$ cat src/rtl/reg_mask_encoder_pkg.sv
// Shared definitions for the register-mask encoder: register file geometry
// and the encoder state encoding.
package reg_mask_encoder_pkg;

  localparam int REG_NUM = 32;
  localparam int REG_IW  = 5;

  typedef enum logic [1:0] {
    ST_IDLE = 2'd0,
    ST_SCAN = 2'd1,
    ST_DONE = 2'd2
  } encState_t;

endpackage

$ cat src/rtl/reg_prio_enc.sv
// Lowest-set-bit priority encoder. Purely combinational; idx is 0 when the
// input is empty, so callers qualify it with any.
module reg_prio_enc #(
  parameter int N = 32,
  parameter int W = 5
) (
  input  logic [N-1:0] iVec,
  output logic [W-1:0] oIdx,
  output logic         oAny
);

  // Scan from the top down so the lowest set bit is the last assignment to win.
  always_comb begin
    oIdx = '0;
    for (int i = N - 1; i >= 0; i--) begin
      if (iVec[i]) oIdx = W'(i);
    end
    oAny = |iVec;
  end

endmodule

$ cat src/rtl/reg_mask_encoder.sv
// Drains a one-bit-per-register mask as a stream of register indices, lowest
// index first, one index per accepted handshake.
//
// Handshake: oIdx is offered while oValid=1 and is consumed on a cycle where
// oValid=1 and iReady=1; while iReady=0 the offer (oValid, oIdx) stays
// unchanged, and oIdx reads 0 whenever oValid=0.
module reg_mask_encoder
  import reg_mask_encoder_pkg::*;
#(
  parameter int NREG    = REG_NUM,
  parameter int IW      = REG_IW,
  parameter bit SKIP_R0 = 1'b1
) (
  input  logic            clk,
  input  logic            rst_n,
  input  logic [NREG-1:0] iMask,
  input  logic            iLoad,
  input  logic            iClear,
  input  logic            iReady,
  output logic [IW-1:0]   oIdx,
  output logic            oValid,
  output logic            oBusy,
  output logic            oDone
);

  encState_t       state;
  encState_t       stateNext;
  logic [NREG-1:0] pend;
  logic [NREG-1:0] pendNext;
  logic [NREG-1:0] loadMask;
  logic [NREG-1:0] pendCleared;
  logic [IW-1:0]   encIdx;
  logic            encAny;

  reg_prio_enc #(
    .N (NREG),
    .W (IW)
  ) uPrioEnc (
    .iVec (pend),
    .oIdx (encIdx),
    .oAny (encAny)
  );

  // Mask as captured on load ($zero dropped when configured) and pend with the
  // currently offered index removed.
  always_comb begin
    loadMask = iMask;
    if (SKIP_R0) loadMask[0] = 1'b0;
    pendCleared = pend & ~(NREG'(1) << encIdx);
  end

  // State and pending-mask registers.
  always_ff @(posedge clk or negedge rst_n) begin
    if (!rst_n) begin
      state <= ST_IDLE;
      pend  <= '0;
    end else begin
      state <= stateNext;
      pend  <= pendNext;
    end
  end

  // Next state: clear wins over everything, loads only land in IDLE.
  always_comb begin
    stateNext = state;
    pendNext  = pend;
    if (iClear) begin
      stateNext = ST_IDLE;
      pendNext  = '0;
    end else begin
      case (state)
        ST_IDLE: begin
          if (iLoad) begin
            pendNext  = loadMask;
            stateNext = (|loadMask) ? ST_SCAN : ST_DONE;
          end
        end
        ST_SCAN: begin
          if (iReady) begin
            pendNext  = pendCleared;
            stateNext = (|pendCleared) ? ST_SCAN : ST_DONE;
          end
        end
        ST_DONE: begin
          stateNext = ST_IDLE;
          pendNext  = '0;
        end
        default: begin
          stateNext = ST_IDLE;
          pendNext  = '0;
        end
      endcase
    end
  end

  // Outputs decoded from state; oIdx is forced to 0 when nothing is offered.
  always_comb begin
    oValid = (state == ST_SCAN) && encAny;
    oIdx   = oValid ? encIdx : '0;
    oBusy  = (state == ST_SCAN) || (state == ST_DONE);
    oDone  = (state == ST_DONE);
  end

endmodule

$ cat config.mk
export PLATFORM = sky130hd
export DESIGN_NAME = reg_mask_encoder
export DESIGN_NICKNAME = d
export VERILOG_FILES = /design/src/rtl/reg_mask_encoder_pkg.sv /design/src/rtl/reg_prio_enc.sv /design/src/rtl/reg_mask_encoder.sv
export SDC_FILE = /design/constraint.sdc
export NUM_CORES = 1
export LEC_CHECK = 0
export CAP_MARGIN = 20
export CORE_MARGIN = 5
export CORE_UTILIZATION = 45
export DETAILED_ROUTE_END_ITERATION = 10
export PLACE_DENSITY = 0.69
export SETUP_SLACK_MARGIN = 0.4
export SKIP_CTS_REPAIR_TIMING = 1
export SLEW_MARGIN = 20
export SYNTH_ARGS = -nofsm -noshare
export SYNTH_HDL_FRONTEND = slang
export SYNTH_SLANG_ARGS = --single-unit
$ cat constraint.sdc
create_clock -name clk -period 7.1 [get_ports clk]
set_input_delay 1.775 -clock clk [delete_from_list [all_inputs] [get_ports clk]]
set_output_delay 1.775 -clock clk [all_outputs]
set_load 0.05 [all_outputs]
==> results.md <==
- P&R area growth vs syn: 20.6%
- Power Density: 320 nW/um^2
- Netlist Area Pre-Place: 2740 sq um
- Primary FF master, synth: dfrtp_1
- Vias in the first global route: 2941
- Starting Density: 0.463
- Yosys top cell area share: 0.310
- DP HPWL: 7210 um
- CTS tree: done
- Die Span Y: 88.1 um
- Finished Layout Cells: 458
- Tcrit/Tclk final: 0.697
- Ys async rst share: 1.00
- Post-synth EDFFs: 0
- Max cap viols: 0
- Num CTS Buffers: 5
- Global route total overflow: 0
- Final layout net count: 422
- Max-slew violation count: 0
- WS Path Type: register to output pin
- Min cycle time layout: 4.95 ns
- Rows: 28
- H-tree levels: 2
- First-pass DRT Iterations: 5
- Synth top area cells: dfrtp_1 31%, nor2_1 5.2%, nand2_1 4.7%, o21ai_0 4.4%, nor4_1 3.7%
- DP Area: 3210 sq um
- Clock tree buffer depth: 2
- Setup slack after placement: 2.50 ns
- Slew margin rel.: 0.428
- Maximum vdd drop: 0.000138 V
- Leak pwr: 1.25 nW
- Initial antenna violation count: 0
- Mapped Avg Cell Area: 7.83 sq um
- Worst Path Arrival: 3.17 ns
- First-pass GRT wire length: 16200 um
- Ports: 45
- DR WL/cell: 21.9 um
- Req. time, crit path: 5.33 ns
- Share of post-route cells with drive strength above 1: 0.0966
- Die area: 7750 sq um
- Post-route setup TNS: 0 ns
- Cell variety after synth: 60
- Worst skew pair latency: 0.30 ns
- Final Setup Violations: 0
- Clk root buf: clkbuf_8
- Post-synth top area cell: dfrtp_1
- Worst Setup End Kind: output pin
- Worst-Margin Slew: 0.857 ns
- Drt first-iter violations: 337
- Most frequent cells after synthesis: 38 x nor2_1, 34 x dfrtp_1, 34 x nand2_1
- Total power: 1.06 mW
- Crit path launch type: register
- Synth Instances: 350
- PortBufs: 43
- Synthesis-stage register bit count: 34
- Routed vias: 3086
- Unrepaired setup endpoints after global routing: false
- Synth Net Count: 390
- Ys Warns: 0
- Via density: 6.74
- Fin worst setup slack: 2.15 ns
- Drc violations: 0
- Most common cell in the synthesized netlist: nor2_1
- CP max FO: 6
- Gr usage total: 0.274
- Area of the core: 5920 sq um
- Worst Hold Class: register to register
- Clock sinks: 34
- Placed cells: 450
- Final Hold Fails: 0
- Final core occ: 0.558
- ANT nets after route: 0
- Sequential-to-total area share from yosys stat: 0.310
- Clock transition at path regs: 0.08 ns
- Total Wirelength: 10000 um
- Final hold slack: 0.621 ns
- GP Congestion: 0.979
- Design Area, Final: 3310 sq um
- Die X: 88.1 um
- Clock Skew: 0.0102 ns
- ANT cells: 0
- F_max: 0.202 GHz
- Largest net degree at the start of global routing: 36
- Outcome: finished, final reports clean
cells in the final DEF, fill, tap and decap left out, drive strengths merged, types with 5 or more instances in the layout:
master / instances
clkbuf: 6
a31oi: 11
nor4: 22
o31a: 5
nor2: 39
a21oi: 14
a22oi: 8
dfrtp: 34
a211oi: 5
a221oi: 6
clkdlybuf4s50: 43
or2: 6
buf: 5
inv: 13
o21ai: 24
nor3: 15
or4: 5
nand3: 19
nand4: 6
o41a: 7
nand2: 35
report_power, final:
part	internal [mW]	total, mW	switching, mW
Sequential	0.222	0.280	0.0581
Combinational	0.214	0.618	0.404
Clock	0.0781	0.160	0.0817
Total	0.514	1.06	0.544
routing by layer:
metal / global-route usage / share of wire / vias up / routed length [um]
li1: - / - / 1422 / -
met1: 0.390 / 0.44 / 1472 / 4450
met2: 0.423 / 0.44 / 172 / 4380
met3: 0.0536 / 0.096 / 20 / 960
met4: 0.0797 / 0.023 / 0 / 229
met5: 0 / 0 / - / 0
state kept, by name (all words and copies together), names as in the netlist:
name,flops
pend,32
state,2
worst paths after layout:
check	startpoint	end	slack (ns)	depth (start not counted)
min in group asynchronous	rst_n	pend[24]	1.89	2
min reg2reg	state[1]	state[1]	0.62	2
max reg2reg	pend[11]	state[0]	3.53	9
max in group asynchronous	rst_n	pend[17]	4.87	2
max	pend[30]	oIdx[0]	2.15	7
min	state[1]	state[1]	0.62	2
worst max-delay path, stage by stage (launching register included):
cell and delay [ns]:
dfrtp_1 0.43, nand2b_1 0.16, a221o_1 0.30, a211oi_1 0.44
o221a_2 0.40, nor2_1 0.14, nor3_1 0.17, clkdlybuf4s50_1 0.83
cell type report:
type / count / area [sq um]
Fill cell: 588 / 2620
Multi-Input combinational cell: 280 / 1750
Sequential cell: 34 / 851
Timing Repair Buffer: 48 / 468
Tap cell: 75 / 93.8
Clock buffer: 6 / 82.6
Inverter: 13 / 48.8
Clock inverter: 2 / 12.5
cells by family (layout without fill, tap and decap cells):
kind of cell / Yosys count / in the layout / share of synthesized area
DFF: 34 / 34 / 0.310
and+or+nand+nor: 163 / 163 / 0.316
adders and majority gates: 3 / 3 / 0.0137
AOI/OAI and AO/OA: 114 / 114 / 0.308
buffers and inverters: 36 / 69 / 0.0520
Power figures use the tool's default switching activity.
